[src/rtl/fft_pkg.sv]
// fft_pkg: constants and complex-sample types shared by the 32-point MDC FFT
// pipeline stages.
//   FFT_POINTS  : transform length
//   FFT_PAIRS   : sample pairs per frame (two parallel paths)
//   DATA_WIDTH  : width of each real/imag component entering the last stage
package fft_pkg;

  localparam int FFT_POINTS = 32;
  localparam int FFT_PAIRS  = 16;
  localparam int DATA_WIDTH = 9;

  // Complex sample at the stage input width.
  typedef struct packed {
    logic signed [DATA_WIDTH-1:0] re;
    logic signed [DATA_WIDTH-1:0] im;
  } cplx_t;

  // Complex sample after one butterfly: one bit of growth.
  typedef struct packed {
    logic signed [DATA_WIDTH:0] re;
    logic signed [DATA_WIDTH:0] im;
  } cplx_wide_t;

endpackage

[src/rtl/fft_state5_if.sv]
// fft_state5_if: stream bundle between stage 4, the final butterfly stage and
// the output reorder logic.
//   in_valid/in_sof, in_up_*, in_l_*    : stage-4 upper/lower pair + framing
//   out_valid/out_sel/out_last          : result framing
//   out_up_* (sum), out_l_* (difference): butterfly results, WIDTH+1 bits
//
// Handshake: valid-only streams with no backpressure. A beat transfers on
// every rising clock edge where its valid is high; in_sof and all data are
// meaningful only in that cycle and are ignored otherwise. The consumer of the
// output stream must accept a result on every cycle out_valid is high.
interface fft_state5_if #(
  parameter int WIDTH = fft_pkg::DATA_WIDTH
);
  logic                    in_valid;
  logic                    in_sof;
  logic signed [WIDTH-1:0] in_up_re;
  logic signed [WIDTH-1:0] in_up_im;
  logic signed [WIDTH-1:0] in_l_re;
  logic signed [WIDTH-1:0] in_l_im;
  logic                    out_valid;
  logic                    out_sel;
  logic                    out_last;
  logic signed [WIDTH:0]   out_up_re;
  logic signed [WIDTH:0]   out_up_im;
  logic signed [WIDTH:0]   out_l_re;
  logic signed [WIDTH:0]   out_l_im;

  // Producer side (stage 4 / bench) and result consumer.
  modport master (
    output in_valid, in_sof, in_up_re, in_up_im, in_l_re, in_l_im,
    input  out_valid, out_sel, out_last, out_up_re, out_up_im, out_l_re, out_l_im
  );

  // The butterfly stage itself.
  modport slave (
    input  in_valid, in_sof, in_up_re, in_up_im, in_l_re, in_l_im,
    output out_valid, out_sel, out_last, out_up_re, out_up_im, out_l_re, out_l_im
  );
endinterface

[src/rtl/fft_bf2.sv]
// fft_bf2: combinational radix-2 complex butterfly, no twiddle.
//   a_re/a_im, b_re/b_im        : WIDTH-bit signed operands
//   sum_re/sum_im   = a + b     : WIDTH+1 bits, exact
//   diff_re/diff_im = a - b     : WIDTH+1 bits, exact
module fft_bf2 #(
  parameter int WIDTH = 9
) (
  input  logic signed [WIDTH-1:0] a_re,
  input  logic signed [WIDTH-1:0] a_im,
  input  logic signed [WIDTH-1:0] b_re,
  input  logic signed [WIDTH-1:0] b_im,
  output logic signed [WIDTH:0]   sum_re,
  output logic signed [WIDTH:0]   sum_im,
  output logic signed [WIDTH:0]   diff_re,
  output logic signed [WIDTH:0]   diff_im
);
  // Operands are sign-extended first so the extra bit absorbs any carry.
  assign sum_re  = {a_re[WIDTH-1], a_re} + {b_re[WIDTH-1], b_re};
  assign sum_im  = {a_im[WIDTH-1], a_im} + {b_im[WIDTH-1], b_im};
  assign diff_re = {a_re[WIDTH-1], a_re} - {b_re[WIDTH-1], b_re};
  assign diff_im = {a_im[WIDTH-1], a_im} - {b_im[WIDTH-1], b_im};
endmodule

[src/rtl/fft_state5.sv]
// fft_state5: final radix-2 stage of the 32-point MDC FFT (distance-1
// butterflies, no twiddle).
//   clk, rst : clock and synchronous active-high reset
//   bus      : fft_state5_if slave modport (stage-4 input pairs, results out)
// Even pairs are held; an odd pair emits the upper-path butterfly one cycle
// later (out_sel = 0) and the lower-path butterfly the cycle after that
// (out_sel = 1). out_last marks the lower result of pair 15.
module fft_state5
  import fft_pkg::*;
#(
  parameter int WIDTH = DATA_WIDTH,
  parameter int PAIRS = FFT_PAIRS
) (
  input  logic         clk,
  input  logic         rst,
  fft_state5_if.slave  bus
);
  localparam int KW = $clog2(PAIRS);

  logic [KW-1:0]           k_q;
  logic [KW-1:0]           k_cur;
  logic                    is_odd;
  logic                    is_even;
  logic                    is_last_pair;
  logic                    pend_q;
  logic                    pend_last_q;
  logic signed [WIDTH-1:0] u_even_re_q, u_even_im_q;
  logic signed [WIDTH-1:0] l_even_re_q, l_even_im_q;
  logic signed [WIDTH-1:0] l_odd_re_q,  l_odd_im_q;
  logic signed [WIDTH-1:0] a_re, a_im, b_re, b_im;
  logic signed [WIDTH:0]   sum_re, sum_im, diff_re, diff_im;

  // Index of the pair on the bus this cycle; in_sof resynchronises to 0,
  // which also discards an even sample still waiting for its partner.
  always_comb begin
    k_cur        = bus.in_sof ? '0 : k_q;
    is_odd       = bus.in_valid & k_cur[0];
    is_even      = bus.in_valid & ~k_cur[0];
    is_last_pair = (k_cur == KW'(PAIRS - 1));
  end

  // One shared butterfly. A pending lower emission and an odd input can never
  // coincide (the pair after an odd one is always even), so pend_q alone
  // picks the operands.
  always_comb begin
    a_re = u_even_re_q;
    a_im = u_even_im_q;
    b_re = bus.in_up_re;
    b_im = bus.in_up_im;
    if (pend_q) begin
      a_re = l_even_re_q;
      a_im = l_even_im_q;
      b_re = l_odd_re_q;
      b_im = l_odd_im_q;
    end
  end

  fft_bf2 #(.WIDTH(WIDTH)) u_bf2 (
    .a_re    (a_re),
    .a_im    (a_im),
    .b_re    (b_re),
    .b_im    (b_im),
    .sum_re  (sum_re),
    .sum_im  (sum_im),
    .diff_re (diff_re),
    .diff_im (diff_im)
  );

  always_ff @(posedge clk) begin
    if (rst) begin
      k_q           <= '0;
      pend_q        <= 1'b0;
      pend_last_q   <= 1'b0;
      u_even_re_q   <= '0;
      u_even_im_q   <= '0;
      l_even_re_q   <= '0;
      l_even_im_q   <= '0;
      l_odd_re_q    <= '0;
      l_odd_im_q    <= '0;
      bus.out_valid <= 1'b0;
      bus.out_sel   <= 1'b0;
      bus.out_last  <= 1'b0;
      bus.out_up_re <= '0;
      bus.out_up_im <= '0;
      bus.out_l_re  <= '0;
      bus.out_l_im  <= '0;
    end else begin
      if (bus.in_valid) begin
        k_q <= k_cur + 1'b1;
      end
      // The pending butterfly reads l_even_* before this edge, so an even
      // pair landing in the same cycle may safely overwrite it.
      if (is_even) begin
        u_even_re_q <= bus.in_up_re;
        u_even_im_q <= bus.in_up_im;
        l_even_re_q <= bus.in_l_re;
        l_even_im_q <= bus.in_l_im;
      end
      if (is_odd) begin
        l_odd_re_q  <= bus.in_l_re;
        l_odd_im_q  <= bus.in_l_im;
        pend_last_q <= is_last_pair;
      end
      pend_q        <= is_odd;
      bus.out_valid <= is_odd | pend_q;
      bus.out_sel   <= pend_q;
      bus.out_last  <= pend_q & pend_last_q;
      // Data registers hold their last result through idle cycles.
      if (is_odd | pend_q) begin
        bus.out_up_re <= sum_re;
        bus.out_up_im <= sum_im;
        bus.out_l_re  <= diff_re;
        bus.out_l_im  <= diff_im;
      end
    end
  end

endmodule

[src/flat_wrapper.sv]
// flat-port wrapper written by rule: the top's interface ports become plain ports
module fft_state5_flat import fft_pkg::*;
#(
  parameter int WIDTH = DATA_WIDTH,
  parameter int PAIRS = FFT_PAIRS
)
  (clk, rst, bus_in_valid, bus_in_sof, bus_in_up_re, bus_in_up_im, bus_in_l_re, bus_in_l_im, bus_out_valid, bus_out_sel, bus_out_last, bus_out_up_re, bus_out_up_im, bus_out_l_re, bus_out_l_im);
  fft_state5_if #(.WIDTH(WIDTH)) bus_i ();
  input  logic clk;
  input  logic rst;
  input wire logic [$bits(bus_i.in_valid)-1:0] bus_in_valid;
  input wire logic [$bits(bus_i.in_sof)-1:0] bus_in_sof;
  input wire logic [$bits(bus_i.in_up_re)-1:0] bus_in_up_re;
  input wire logic [$bits(bus_i.in_up_im)-1:0] bus_in_up_im;
  input wire logic [$bits(bus_i.in_l_re)-1:0] bus_in_l_re;
  input wire logic [$bits(bus_i.in_l_im)-1:0] bus_in_l_im;
  output wire logic [$bits(bus_i.out_valid)-1:0] bus_out_valid;
  output wire logic [$bits(bus_i.out_sel)-1:0] bus_out_sel;
  output wire logic [$bits(bus_i.out_last)-1:0] bus_out_last;
  output wire logic [$bits(bus_i.out_up_re)-1:0] bus_out_up_re;
  output wire logic [$bits(bus_i.out_up_im)-1:0] bus_out_up_im;
  output wire logic [$bits(bus_i.out_l_re)-1:0] bus_out_l_re;
  output wire logic [$bits(bus_i.out_l_im)-1:0] bus_out_l_im;
  assign bus_i.in_valid = bus_in_valid;
  assign bus_i.in_sof = bus_in_sof;
  assign bus_i.in_up_re = bus_in_up_re;
  assign bus_i.in_up_im = bus_in_up_im;
  assign bus_i.in_l_re = bus_in_l_re;
  assign bus_i.in_l_im = bus_in_l_im;
  assign bus_out_valid = bus_i.out_valid;
  assign bus_out_sel = bus_i.out_sel;
  assign bus_out_last = bus_i.out_last;
  assign bus_out_up_re = bus_i.out_up_re;
  assign bus_out_up_im = bus_i.out_up_im;
  assign bus_out_l_re = bus_i.out_l_re;
  assign bus_out_l_im = bus_i.out_l_im;
  fft_state5 #(.WIDTH(WIDTH), .PAIRS(PAIRS)) u_core (.clk(clk), .rst(rst), .bus(bus_i));
endmodule
[config.mk]
export PLATFORM = sky130hd
export DESIGN_NAME = fft_state5_flat
export DESIGN_NICKNAME = d
export VERILOG_FILES = /design/src/rtl/fft_pkg.sv /design/src/rtl/fft_state5_if.sv /design/src/rtl/fft_bf2.sv /design/src/rtl/fft_state5.sv /design/src/flat_wrapper.sv
export SDC_FILE = /design/constraint.sdc
export NUM_CORES = 1
export LEC_CHECK = 0
export ABC_AREA = 1
export BUFFER_PORTS_ARGS = -buffer_cell sky130_fd_sc_hd__buf_2
export CAP_MARGIN = 10
export CORE_MARGIN = 2
export CORE_UTILIZATION = 50
export CTS_CLUSTER_SIZE = 25
export DETAILED_ROUTE_END_ITERATION = 10
export PLACE_DENSITY = 0.71
export SETUP_SLACK_MARGIN = 0.5
export SYNTH_ARGS = -nofsm -noshare
export SYNTH_HDL_FRONTEND = slang
export SYNTH_SLANG_ARGS = --single-unit
[constraint.sdc]
create_clock -name clk -period 3 [get_ports clk]
set_input_delay 0.6 -clock clk [delete_from_list [all_inputs] [get_ports clk]]
set_output_delay 0.6 -clock clk [all_outputs]
set_load 0.02 [all_outputs]
==> impl_results.md <==
* Clock skew at 0.00949 ns
* #FFs+latches synth at 101
* Startpoint Class: flip-flop
* Fmax at 423 MHz
* Worst vdd ir at 0.253 mV
* Worst setup EP type: flip-flop
* # diodes at 0
* Post-synth EDFFs at 0
* Count of hold-fix buffers inserted at cts at 0
* Final nets at 1014
* Synthesized cell area at 0.00595 mm²
* Drt drc at 10
* Power Density at 516 mW/mm²
* Routed wire length at 14000 µm
* Area leader, netlist: dfxtp_1
* DP Worst Slack at 0.424 ns
* Setup ws final at 0.637 ns
* Core area at 0.0115 mm²
* Syn_nets at 955
* Die area at 0.0128 mm²
* Post-DP HPWL at 9970 µm
* Clk sinks at 101
* Placed cell count at 1061
* Global-route wire length before repair at 23300 µm
* GRT Util Overall at 22.4%
* I/O Pins at 83
* Share of layout cells above drive strength 1 at 16.4%
* Vias per Instance at 5.04
* Number of global-route vias before repair at 4674
* Synth async-reset ratio at 0%
* Final hold violations at 0
* Congestion Overflow GR at 0
* Clock Pin Slew Worst Setup and Hold Paths at 0.07 ns
* Post-route ant nets at 0
* Min-delay worst type: flip-flop to flip-flop
* Number of detailed-route iterations in the first pass at 7
* Leakage at 3.49 nW
* Most common cell after layout, fill and taps aside: nand2_1
* WHS at 0.451 ns
* Die W at 113 µm
* CTS buffer count at 9
* Synthesis Warnings at 0
* DR iter-0 viols at 346
* Failing checks: DRC
* CP Data Required Time at 3.25 ns
* Clock Path Buffers at 2
* Most used flip-flop cell after synthesis: dfxtp_1
* Clock Tree Root: clkbuf_16
* Site row count at 39
* Max-cap check violation count at 0
* Clock Latency Late Sink at 0.36 ns
* Die Span Y at 113 µm
* Yosys top cell area share at 34.0%
* Period utilization at 78.8%
* GPL Wtd Cong at 0.922
* Crit path max fanout at 8
* Antenna violations before repair at 0
* WL per Instance at 12.9 µm
* Fin cells at 1081
* Reg-to-reg slack, setup at 0.64 ns
* Rel. slew slack at 54.8%
* Vias post-DR at 5447
* Initial Utilization at 51.7%
* Largest net degree at the start of global routing at 41
* Port bufs at 82
* H-tree depth at 3
* Slew Limit Fails at 0
* Synthesis-to-finish area growth at 12.1%
* Syn Area/Cell at 6.81 µm²
* Mapped Cells at 874
* Crit path kind: flip-flop to flip-flop
* Worst Path Arrival at 2.62 ns
* Min Tclk post-route at 2.36 ns
* Setup-failing EPs final at 0
* Measured slew at the worst slew-check pin at 0.677 ns
* RSZ-0062 raised after global routing: no
* Status: finished, violations left
* Setup TNS at 0 ns
* Synth cell types at 34
* Biggest regs: u_core.bus.out_l_im x10, u_core.bus.out_l_re x10
* Commonest cells after routing, fill and taps aside: nand2_1, inv_1, nor2_1
* TritonCTS clock tree: built
* Sequential share of the synthesized area at 34.0%
* Fill cells at 1165
* Largest cells by area after synthesis: dfxtp_1, nand2_1, o21ai_0, inv_1, ha_1
[metrics by stage]
step                      cell area, µm²  util [%]  power, mW
final                               6670      58.0       3.44
after global routing                6670      58.0       3.64
after CTS                           6620      57.4       3.45
after detailed placement            6320      54.9       2.28
after global placement              6320      54.9       2.28
after floorplan                     5950         -       2.09
[power breakdown]
part	switching, mW	total, mW	internal [mW]
registers	0.0378	1.46	1.42
clock network	0.520	1.17	0.650
logic	0.532	0.813	0.281
[layer usage]
metal	routed length, µm	GRT usage (%)	vias up	share of wire, %
met5	0	0	-	0
met4	221	8.05	0	1.6
met3	953	3.59	17	6.8
met2	5370	29.5	160	38
met1	7420	36.0	2424	53
li1	-	-	2846	-
[logic make-up (layout without fill, tap and decap cells)]
group | count (synthesis) | after routing | synth area share, %
xor gates and xnor gates | 10 | 10 | 1.47
DFF | 101 | 101 | 34.0
AOI/OAI and AO/OA | 172 | 172 | 16.3
and+or+nand+nor | 370 | 370 | 25.5
adders and majority gates | 41 | 41 | 9.12
buffers and inverters | 180 | 244 | 13.6
[cells in the mapped netlist (3+ instances only)]
cell      number
nor2_4         3
buf_6          8
nor2_1       107
nand3_1       48
ha_1          37
nor3_1         9
fa_1           4
clkbuf_1      14
buf_4          6
o21ai_2        9
nand2_1      192
or2_2          5
o21ai_0      103
o21bai_1      10
o21ai_1       11
inv_2          3
inv_1        128
a21oi_1       20
xor2_1         7
a31oi_1        6
buf_2         16
dfxtp_1      101
xnor2_1        3
a21oi_2       10
[final cells by class]
class                      instances  area [µm²]  share of cell area, %
sequential                       101        2020                   30.3
tap                              143         179                   2.68
clock inverter                     5        60.1                  0.900
multi-input combinational        593        3150                   47.2
timing repair buffer              97         537                   8.04
clock buffer                      11         233                   3.49
inverter                         131         495                   7.42
[path summary, 6_finish.rpt]
kind / start / end / depth (start not counted)
max: u_core.pend_q / u_core.bus.out_l_im[8] / 14
min: u_core.u_even_re_q[6] / u_core.u_even_re_q[6] / 2
max reg2reg: u_core.pend_q / u_core.bus.out_l_im[8] / 14
min reg2reg: u_core.u_even_re_q[6] / u_core.u_even_re_q[6] / 2
[critical path: stages, from the launching register on]
cell        delay [ns]
dfxtp_2           0.37
clkinvlp_4        0.16
or2_2             0.30
o21ai_1           0.11
ha_2              0.20
inv_1             0.06
fa_1              0.41
nand3_1           0.11
nand2_1           0.13
nand2_1           0.11
nand2_1           0.06
nand2_1           0.06
nand3_1           0.07
nand2_1           0.07
inv_1             0.03
[timing repair]
item,4_1_cts,5_1_grt
resized for setup,0,15
endpoints found under the setup margin,0,19
buffers inserted,0,4
Note: power is estimated with default switching activity, not from simulation.
